==> config.mk <==
export PLATFORM = sky130hd
export DESIGN_NAME = mem_access_seq
export DESIGN_NICKNAME = d
export VERILOG_FILES = /design/src/rtl/mem_access_seq.sv
export SDC_FILE = /design/constraint.sdc
export NUM_CORES = 1
export LEC_CHECK = 0
export BUFFER_PORTS_ARGS = -buffer_cell sky130_fd_sc_hd__buf_2
export CAP_MARGIN = 20
export CORE_UTILIZATION = 35
export DETAILED_ROUTE_END_ITERATION = 16
export PLACE_DENSITY = 0.59
export SYNTH_ARGS = -nofsm -noshare
export SYNTH_HDL_FRONTEND = slang
export SYNTH_SLANG_ARGS = --single-unit
==> constraint.sdc <==
create_clock -name Clk -period 3.85 [get_ports Clk]
set_clock_uncertainty 0.15 [all_clocks]
set_input_delay 0 -clock Clk [delete_from_list [all_inputs] [get_ports Clk]]
set_output_delay 0 -clock Clk [all_outputs]
set_load 0.02 [all_outputs]
==> src/rtl/mem_access_seq.sv <==
// -----------------------------------------------------------------------------
// mem_access_seq
//
// Sequences one memory read or write for the SLC-3 datapath. A request is
// accepted in IDLE, the MAR is loaded, and the SRAM is accessed for a fixed
// number of wait states. For a read, the MDR then captures the SRAM data. For
// a write, the SRAM data is held for one more cycle. A single-cycle done pulse
// ends the transaction. The block has no data path. Address and data pass
// through the external MAR/MDR registers.
//
// Parameters
//   WAIT_CYCLES  number of cycles in ACCESS with CE plus OE or WE asserted
//                (legal range 1..15)
//
// Ports
//   Clk        in   system clock, rising-edge active
//   Reset      in   asynchronous, active-high reset to IDLE
//   req        in   start request, only looked at in IDLE
//   we         in   1 = write, 0 = read; captured together with req
//   ld_mar     out  MAR load strobe (address taken from bus)
//   ld_mdr     out  MDR load strobe (read data taken from SRAM)
//   mio_en     out  MDR input mux select: 1 = SRAM data, 0 = bus
//   mem_ce_n   out  SRAM chip enable, active-low
//   mem_oe_n   out  SRAM output enable, active-low
//   mem_we_n   out  SRAM write enable, active-low
//   busy       out  high in every state except IDLE
//   done       out  one-cycle pulse when a transaction completes
//
// All outputs are decoded from registered state only. There is no
// combinational path from req/we to any output.
// -----------------------------------------------------------------------------
module mem_access_seq #(
   parameter int unsigned WAIT_CYCLES = 2
) (
   input  logic Clk,
   input  logic Reset,
   input  logic req,
   input  logic we,
   output logic ld_mar,
   output logic ld_mdr,
   output logic mio_en,
   output logic mem_ce_n,
   output logic mem_oe_n,
   output logic mem_we_n,
   output logic busy,
   output logic done
);

   // ---------------------------------------------------------------------
   // Parameter legality: the wait counter is 4 bits wide
   // ---------------------------------------------------------------------
   if ((WAIT_CYCLES < 1) || (WAIT_CYCLES > 15)) begin : g_bad_wait
      $error("mem_access_seq: WAIT_CYCLES=%0d outside legal range 1..15",
             WAIT_CYCLES);
   end

   localparam logic [3:0] CNT_LOAD = 4'(WAIT_CYCLES - 1);

   // ---------------------------------------------------------------------
   // State encoding
   // ---------------------------------------------------------------------
   typedef enum logic [2:0] {
      IDLE    = 3'd0,
      SETUP   = 3'd1,
      ACCESS  = 3'd2,
      CAPTURE = 3'd3,
      DONE    = 3'd4
   } state_t;

   state_t     state;
   state_t     state_nx;
   logic [3:0] cnt;
   logic [3:0] cnt_nx;
   logic       we_q;
   logic       we_q_nx;

   // ---------------------------------------------------------------------
   // State register
   // ---------------------------------------------------------------------
   always_ff @(posedge Clk or posedge Reset) begin
      if (Reset) begin
         state <= IDLE;
         cnt   <= '0;
         we_q  <= 1'b0;
      end else begin
         state <= state_nx;
         cnt   <= cnt_nx;
         we_q  <= we_q_nx;
      end
   end

   // ---------------------------------------------------------------------
   // Next-state logic
   // ---------------------------------------------------------------------
   always_comb begin
      state_nx = state;
      cnt_nx   = cnt;
      we_q_nx  = we_q;

      case (state)
         IDLE: begin
            // The transaction type is latched only here. A later change on
            // we does not affect a transaction that is already running.
            if (req) begin
               state_nx = SETUP;
               we_q_nx  = we;
            end
         end

         SETUP: begin
            cnt_nx   = CNT_LOAD;
            state_nx = ACCESS;
         end

         ACCESS: begin
            // The counter is loaded with WAIT_CYCLES-1 and counts down to 0,
            // so ACCESS lasts exactly WAIT_CYCLES cycles.
            if (cnt != '0) begin
               cnt_nx = cnt - 4'd1;
            end else begin
               state_nx = CAPTURE;
            end
         end

         CAPTURE: begin
            state_nx = DONE;
         end

         DONE: begin
            // Always return through IDLE. A continuously held req therefore
            // leaves one idle cycle between transactions.
            state_nx = IDLE;
         end

         default: begin
            // Recover from an illegal encoding on the next cycle.
            state_nx = IDLE;
            cnt_nx   = '0;
         end
      endcase
   end

   // ---------------------------------------------------------------------
   // Output decode (Moore: state and we_q only)
   // ---------------------------------------------------------------------
   always_comb begin
      ld_mar   = 1'b0;
      ld_mdr   = 1'b0;
      mio_en   = 1'b0;
      mem_ce_n = 1'b1;
      mem_oe_n = 1'b1;
      mem_we_n = 1'b1;
      busy     = 1'b0;
      done     = 1'b0;

      case (state)
         IDLE: begin
            // all outputs inactive
         end

         SETUP: begin
            busy   = 1'b1;
            ld_mar = 1'b1;
         end

         ACCESS: begin
            busy     = 1'b1;
            mem_ce_n = 1'b0;
            if (we_q) begin
               mem_we_n = 1'b0;
            end else begin
               mem_oe_n = 1'b0;
               mio_en   = 1'b1;
            end
         end

         CAPTURE: begin
            busy     = 1'b1;
            mem_ce_n = 1'b0;
            // A read keeps OE low while the MDR captures the SRAM data.
            // A write releases WE but keeps CE low, so the data is held.
            if (!we_q) begin
               mem_oe_n = 1'b0;
               mio_en   = 1'b1;
               ld_mdr   = 1'b1;
            end
         end

         DONE: begin
            busy = 1'b1;
            done = 1'b1;
         end

         default: begin
            // illegal encoding: outputs stay inactive
         end
      endcase
   end

endmodule
==> results.yml, run 1 <==
run_status:
  outcome: "finished clean"
placed_design:
  place_congestion: 0.714
  dpl_worst_slack_ns: 2.05
  dp.cells: 78
  hpwl_um: 720
  port_buffers: 11
  postPlaceCellArea_um2: 573
clock_tree:
  cts_hold_buf: 4
  clk_pin_slew_ns: 0.06
  cts_htree_levels: 1
  cts_num_sinks: 8
  insertion_delay_ns: 0.26
  cts_root_buffer: "clkbuf_4"
  cts_resized: 0
  cts_setup_buffers: 0
  cts_buffer_depth: 2
  numCtsBuffers: 3
  tritoncts: "done"
global_routing:
  grt_pass1_vias: 388
  antenna_found_initial: 0
  grt.total_usage_pct: 16.9
  grt_pass1_wl_um: 1750
  grt_start_max_net_pins: 14
  gr-total-overflow: 0
critical_path:
  crit_chain: "nor2_1, nand3b_1, mux2_2, dlygate4sd3_1"
  cp_slowest_cell: "dlygate4sd3_1"
  worstReg2RegStart: "state[0]"
  r2r_end: "we_q"
  crit_family: "buffers and inverters"
  critPathKind: "register to register"
  crit_buf_inv: 1
  reg2reg_slack_ns: 1.71
  worstSetupPathDepth: 4
  cp-start-kind: "register"
  crit_start: "state[0]"
  critPathArrivalTime_ns: 2.13
  setup.worst_path.end: "we_q"
  path_max_fanout: 13
  cpPeakStageDelay_ns: 0.55
  reg2regPathDepth: 4
  required_ns: 3.84
  end_kind: "register"
synth:
  synth_area_um2: 507
  avgSynthCellArea_um2: 9.38
  synth.area.top_cells: "dfrtp_1 (40%), ha_1 (4.9%), mux2i_1 (4.0%), and2_1 (3.7%), inv_1 (3.7%)"
  syn_nets: 60
  synth_compound_area_share_pct: 10.9
  ys_seq_area_share_pct: 39.5
  ys_types: 30
  synth_top_area_cell: "dfrtp_1"
  synth_top_family_by_area: "simple AND/OR/NAND/NOR gates"
  synth_xor_area_share_pct: 1.73
  synth_top_area_share_pct: 39.5
  ys_warn_count: 0
  muxShareOfSynthArea_pct: 6.17
  synth.ff_latch_count: 8
  synthAdderAreaFrac_pct: 4.94
  synth-simple-area-share_pct: 30.9
  syn_inst: 54
route:
  num_vias: 458
  ant_nets: 0
  drtIter0Drc: 11
  viasPerCell: 5.39
  first_pass_iters: 4
  drt-total-wl_um: 1060
  drc_errors: 0
  wire_per_inst_um: 12.5
floorplan:
  die-area_um2: 1600
  io_pins: 12
  start_util_pct: 38.5
  die_h_um: 40.1
  num_rows: 13
  core_area_um2: 1320
  die_w_um: 40.1
finish:
  layout_common_cells: "buf_2 (11), dfrtp_1 (8), inv_1 (5), dlygate4sd3_1 (4)"
  design_area_um2: 636
  drive_above_1_share_pct: 25.7
  syn2layout_area_growth_pct: 25.4
  final_common_cell: "buf_2"
  final_core_util_pct: 48.2
  diodes: 0
  fin_nets: 78
  finalNonFillerCells: 85
  fill_cells: 127
timing:
  finalHoldViolCount: 0
  tightest_slew_ns: 0.494
  drv_slew: 0
  slew-limit-headroom_pct: 67.0
  fin_crit_ns: 2.14
  period_share_pct: 55.5
  fin_setup_tns_ns: 0
  setup_ws_ns: 1.71
  max_freq_ghz: 0.468
  whs_ns: 0.0759
  rsz0062_at_grt: "no"
  setup_viol: 0
power_and_ir_drop:
  ir_worst_vdd_uv: 330
  seq_power_share_pct: 31.7
  power_frac_comb_pct: 55.8
  p_clk_share_pct: 12.5
  switching_share_pct: 45.6
  power.density_nw_per_um2: 858
  finalPower_mw: 0.546
  internal_power_mw: 0.297
  power_leakage_nw: 0.292
  p_switching_mw: 0.249
hold_path:
  holdCritPathClass: "input pin to asynchronous set/reset pin"
run:
  cap_violations: 0
## worst register-to-register path: stages (launching register included)
cell,delay (ns)
dfrtp_1,0.51
nor2_1,0.38
nand3b_1,0.14
mux2_2,0.28
dlygate4sd3_1,0.55
## cells by family (layout without fill, tap and decap cells)
logic type                 Yosys count  count (layout)
and+or+nand+nor                     24              24
AOI/OAI and AO/OA                    8               8
DFF                                  8               8
buffers and inverters                8              24
muxes                                3               3
adders and majority gates            2               2
xor gates and xnor gates             1               1
## cells in the mapped netlist, drive strengths merged
| master | instances |
|---|---|
| nand2 | 1 |
| mux2 | 1 |
| a311o | 1 |
| mux2i | 2 |
| inv | 6 |
| nor4 | 2 |
| clkbuf | 2 |
| a21oi | 2 |
| and2 | 3 |
| nand2b | 2 |
| o31ai | 1 |
| nor3 | 1 |
| xnor2 | 1 |
| o21ai | 2 |
| o2bb2ai | 1 |
| nand3b | 2 |
| or2b | 2 |
| and2b | 1 |
| a221oi | 1 |
| nor3b | 2 |
| or4 | 1 |
| ha | 2 |
| nor2b | 1 |
| or3b | 1 |
| dfrtp | 8 |
| or3 | 1 |
| nor4b | 1 |
| nor2 | 3 |
## flip-flops by register name (all words and copies together), names as in the netlist
| name | flops |
|---|---|
| we_q | 1 |
| state | 3 |
| cnt | 4 |
## area by class of cell
| cell class | instances | area [um^2] | area share [%] |
|---|---|---|---|
| clock buffers | 3 | 22.5 | 3.54 |
| repair buffers | 15 | 95.1 | 15.0 |
| multi-input cells | 38 | 277 | 43.5 |
| flip-flops and latches | 8 | 200 | 31.5 |
| inverters | 6 | 22.5 | 3.54 |
| well taps | 15 | 18.8 | 2.95 |
## power groups by stage
stage | Clock [mW] | Combinational, mW | Sequential [mW]
after floorplan | 0 | 0.244 | 0.146
after global placement | 0 | 0.288 | 0.172
after detailed placement | 0 | 0.294 | 0.172
after CTS | 0.0707 | 0.305 | 0.171
after global routing | 0.0778 | 0.341 | 0.179
final | 0.0681 | 0.304 | 0.173
## how the worst min path moves through the flow
stage               cells after the start       end  slack, ns   from
finish                                  3    cnt[1]       0.08  Reset
global route                            3    cnt[1]       0.11  Reset
CTS                                     3    cnt[0]       0.09  Reset
detailed placement                      2  state[1]      -0.18  Reset
global placement                        2  state[1]      -0.18  Reset
floorplan                               1    cnt[0]      -0.33  Reset
## routing by layer
layer  track usage (%)  vias up  wire, um  share of wire (%)
met4              5.17        0        11                1.0
met2              26.2       12       498                 47
met1              19.4      222       486                 46
li1                  -      222         -                  -
met5                 0        -         0                  0
met3              10.0        2        65                6.1
Note: power is estimated with default switching activity, not from simulation.
==> run 2: changes to the inputs <==
Settings changed: ABC_AREA set to 1, PLACE_DENSITY 0.59 to 0.62.
Clock period 3.85 ns to 1.75 ns, I/O delays scaled along.
==> results.yml, run 2 <==
synth:
  ys_warn_count: 0
  synthTopCellsByCount: "nand2_1 (15), dfrtp_1 (8), inv_1 (8), nor2_1 (6), nand3_1 (5)"
  ys_types: 17
  syn_inst: 60
  synth.ff_latch_count: 8
  ys_async_sr_fraction_pct: 100
  synth_top_area_cell: "dfrtp_1"
  avgSynthCellArea_um2: 7.88
  synth_enable_flop_cells: 0
  syn_nets: 66
  yosysMostFrequentCell: "nand2_1"
  synth_top_area_share_pct: 42.3
  ys_seq_area_share_pct: 42.3
  synth.area.top_cells: "dfrtp_1 (42%), nand2_1 (12%), inv_1 (6.3%), ha_1 (5.3%), nand3_1 (5.3%)"
  ys.flop_type: "dfrtp_1"
  synth_area_um2: 473
finish:
  final_common_cell: "nand2_1"
  diodes: 0
  finalNonFillerCells: 91
  largest_register_ff_count: 4
  regMostFlops: "cnt"
  drive_above_1_share_pct: 28.6
  syn2layout_area_growth_pct: 26.5
  layout_common_cells: "nand2_1 (15), buf_2 (11), inv_1 (8), dfrtp_1 (8), nor2_1 (6)"
  design_area_um2: 598
  fin_nets: 85
  largestRegisters: "cnt: 4 flops, state: 3 flops, we_q: 1 flops"
  final_core_util_pct: 50.4
timing:
  finalHoldViolCount: 0
  drv_slew: 0
  whs_ns: 0.0742
  tightest_slew_ns: 0.315
  fin_crit_ns: 1.44
  setup_ws_ns: 0.311
  rsz0062_at_grt: "no"
  fin_setup_tns_ns: 0
  max_freq_ghz: 0.695
  period_share_pct: 82.2
  slew-limit-headroom_pct: 79.0
  setup_viol: 0
clock_tree:
  cts_num_sinks: 8
  tritoncts: "done"
  insertion_delay_ns: 0.26
  cts_htree_levels: 1
  cts_setup_buffers: 0
  cts_root_buffer: "clkbuf_4"
  numCtsBuffers: 3
  clk_pin_slew_ns: 0.06
  cts_buffer_depth: 2
global_routing:
  grt_pass1_vias: 367
  gr-total-overflow: 0
  grt.total_usage_pct: 14.3
  antenna_found_initial: 0
  grt_pass1_wl_um: 1400
  grt_start_max_net_pins: 9
power_and_ir_drop:
  power.density_nw_per_um2: 1900
  finalPower_mw: 1.13
  ir_worst_vdd_uv: 943
  power_leakage_nw: 0.324
placed_design:
  dpl_worst_slack_ns: 0.359
  hpwl_um: 684
  postPlaceCellArea_um2: 546
  dp.cells: 85
  place_congestion: 0.741
  port_buffers: 11
floorplan:
  num_rows: 12
  die-area_um2: 1500
  die_h_um: 38.8
  start_util_pct: 39.9
  die_w_um: 38.8
  io_pins: 12
  core_area_um2: 1190
critical_path:
  crit_chain: "nor2_1, xor2_1, buf_2"
  crit_buf_inv: 1
  cp-start-kind: "register"
  critPathArrivalTime_ns: 1.29
  cpPeakStageDelay_ns: 0.44
  end_kind: "output pin"
  cp_slowest_cell: "dfrtp_1"
  critPathKind: "register to output pin"
  required_ns: 1.60
  path_max_fanout: 5
  crit_family: "flip-flops"
route:
  drc_errors: 0
  drt-total-wl_um: 852
  first_pass_iters: 2
  wire_per_inst_um: 9.36
  ant_nets: 0
  drtIter0Drc: 5
  num_vias: 406
  viasPerCell: 4.46
hold_path:
  holdCritPathClass: "input pin to asynchronous set/reset pin"
run:
  cap_violations: 0
run_status:
  outcome: "finished clean"
run 2: worst min-delay path, delay by kind of cell:
family | cells | cell delay (ns)
buffers and inverters | 3 | 0.89
run 2: area by class of cell:
cell class                      count  area, um^2
Clock buffer                        3        22.5
Multi-Input combinational cell     43         239
Inverter                            9        33.8
Sequential cell                     8         200
Fill cell                         124         588
Timing Repair Buffer               14        85.1
Tap cell                           14        17.5
run 2: kinds of logic after synthesis:
| kind of cell | synth area share, % |
|---|---|
| adder cells (fa/ha/maj) | 5.29 |
| AO/OA/AOI/OAI | 6.09 |
| buffers and inverters | 7.14 |
| XOR/XNOR | 3.70 |
| AND/OR/NAND/NOR | 35.4 |
| flip-flops | 42.3 |
run 2: final timing paths:
path / from / endpoint / slack [ns] / cells past startpoint
worst max-delay path: state[0] / busy / 0.31 / 3
worst min register to register: state[2] / state[2] / 0.32 / 1
worst max register to register: cnt[0] / cnt[3] / 0.35 / 8
min in group Clk: state[2] / state[2] / 0.32 / 1
worst min-delay path: Reset / cnt[1] / 0.07 / 3
max in group asynchronous: Reset / state[1] / 1.14 / 3
run 2: where the power goes:
part	internal, mW	switching, mW	total [mW]
Clock	0.0791	0.0715	0.151
Sequential	0.255	0.0713	0.326
Combinational	0.228	0.429	0.658
Total	0.562	0.572	1.13
run 2: layer usage:
metal	vias up	GRT usage (%)	share of wire [%]
li1	221	-	-
met1	178	14.9	49
met2	5	24.6	45
met3	2	5.20	3.8
met4	0	7.76	2.0
met5	-	0	0
run 2: repair_timing:
action                     CTS  global route
resized for setup            0             0
hold endpoints to repair    10             0
hold buffers                 3             0
setup endpoints to repair    0             0
==> run 3: changes to the inputs <==
Settings changed: PLACE_DENSITY 0.62 to 0.6.
Clock period 1.75 ns to 1.5 ns, I/O delays scaled along.
==> results.yml, run 3 (synthesis gave the netlist of run 2 again) <==
critical_path:
  cp_slowest_cell: "dfrtp_1"
  cpPeakStageDelay_ns: 0.39
  crit_family: "simple AND/OR/NAND/NOR gates"
  crit_start: "cnt[0]"
  cp-start-kind: "register"
  end_kind: "register"
  critPathKind: "register to register"
  crit_chain: "inv_1, ha_1, nand2_1, nor2_2, nand2_4, nand2_4, nand2_1, o21ai_1"
  reg2reg_slack_ns: 0.11
  critPathArrivalTime_ns: 1.42
  worstReg2RegStart: "cnt[0]"
  path_max_fanout: 7
  required_ns: 1.52
  crit_buf_inv: 1
route:
  wl_met1_um: 487
  drc_errors: 0
  first_pass_iters: 2
  drt-total-wl_um: 942
  wl_met2_um: 423
  viasPerCell: 4.31
  drtIter0Drc: 2
  num_vias: 392
  ant_nets: 0
  wire_per_inst_um: 10.4
  top_layer_used: "met4"
  wl_met3_um: 18
finish:
  final_common_cell: "nand2_1"
  layout_common_cells: "nand2_1 (15), buf_2 (11), inv_1 (8), dfrtp_1 (7), nor2_2 (6)"
  largest_register_ff_count: 4
  fin_nets: 85
  syn2layout_area_growth_pct: 28.8
  finalNonFillerCells: 91
  largestRegisters: "cnt: 4 flops, state: 3 flops, we_q: 1 flops"
  drive_above_1_share_pct: 35.1
  regMostFlops: "cnt"
  final_core_util_pct: 51.4
  diodes: 0
timing:
  max_freq_ghz: 0.717
  whs_ns: 0.0904
  period_share_pct: 92.9
  fin_crit_ns: 1.39
  fin_setup_tns_ns: 0
  drv_slew: 0
  finalHoldViolCount: 0
  tightest_slew_ns: 0.315
  setup_viol: 0
  setup_ws_ns: 0.106
  rsz0062_at_grt: "no"
  slew-limit-headroom_pct: 79.0
power_and_ir_drop:
  power.density_nw_per_um2: 2210
  switching_share_pct: 50.5
  p_switching_mw: 0.682
  power_frac_comb_pct: 58.7
  p_clk_share_pct: 12.0
  power_leakage_nw: 0.323
  internal_power_mw: 0.667
  ir_worst_vdd_uv: 1170
  seq_power_share_pct: 29.3
floorplan:
  start_util_pct: 39.9
  die_h_um: 38.8
  io_pins: 12
  die_w_um: 38.8
  num_rows: 12
  die-area_um2: 1500
  core_area_um2: 1190
clock_tree:
  cts_buffer_depth: 2
  cts_setup_buffers: 0
  numCtsBuffers: 3
  insertion_delay_ns: 0.25
  tritoncts: "done"
  clk_pin_slew_ns: 0.05
  cts_root_buffer: "clkbuf_4"
  cts_num_sinks: 8
  cts_htree_levels: 1
global_routing:
  grt.total_usage_pct: 16.3
  antenna_found_initial: 0
  gr-total-overflow: 0
  grt_pass1_wl_um: 1590
  grt_pass1_vias: 385
  grt_start_max_net_pins: 9
run_status:
  outcome: "finished clean"
hold_path:
  holdCritPathClass: "input pin to asynchronous set/reset pin"
placed_design:
  dp.cells: 85
  port_buffers: 11
  place_congestion: 0.700
  dpl_worst_slack_ns: 0.0820
  hpwl_um: 721
run:
  cap_violations: 0
[run 3: cell type report]
class                   instances  area (um^2)
fillers                       111          577
multi-input cells              43          249
flip-flops and latches          8          201
repair buffers                 14         85.1
inverters                       9         33.8
clock buffers                   3         22.5
well taps                      14         17.5
[run 3: metrics by stage]
| step | cell area (um^2) | power, mW |
|---|---|---|
| finish | 609 | 1.35 |
| floorplan | 478 | 0.985 |
| CTS | 603 | 1.36 |
| detailed placement | 551 | 1.18 |
| global route | 609 | 1.49 |
| global placement | 551 | 1.17 |
[run 3: per-layer routing]
layer / GRT usage [%] / vias up
met5: 0 / -
met4: 12.9 / 0
met3: 1.73 / 2
met2: 24.6 / 5
met1: 20.7 / 163
li1: - / 222
[run 3: path summary, 6_finish.rpt]
kind	end	cells past startpoint
hold / removal	cnt[0]	3
hold reg to reg	state[2]	1
setup reg to reg	cnt[2]	8
setup / recovery	cnt[2]	8
min in group Clk	state[2]	1
max in group asynchronous	state[0]	3
[run 3: repair_timing]
item	in CTS	in global routing
setup endpoints to repair	0	6
gates resized for setup	0	3
hold buffers	3	0
endpoints found under the hold margin	10	0
[run 3: worst min-delay path, delay by kind of cell]
kind | cells | cell delay, ns
buffers and inverters | 3 | 0.89
[run 3: power by group through the flow]
stage	sequential [mW]	combinational, mW	clock (mW)
floorplan	0.369	0.616	0
global placement	0.388	0.777	0
detailed placement	0.393	0.788	0
CTS	0.389	0.797	0.172
global route	0.408	0.907	0.179
finish	0.396	0.792	0.162
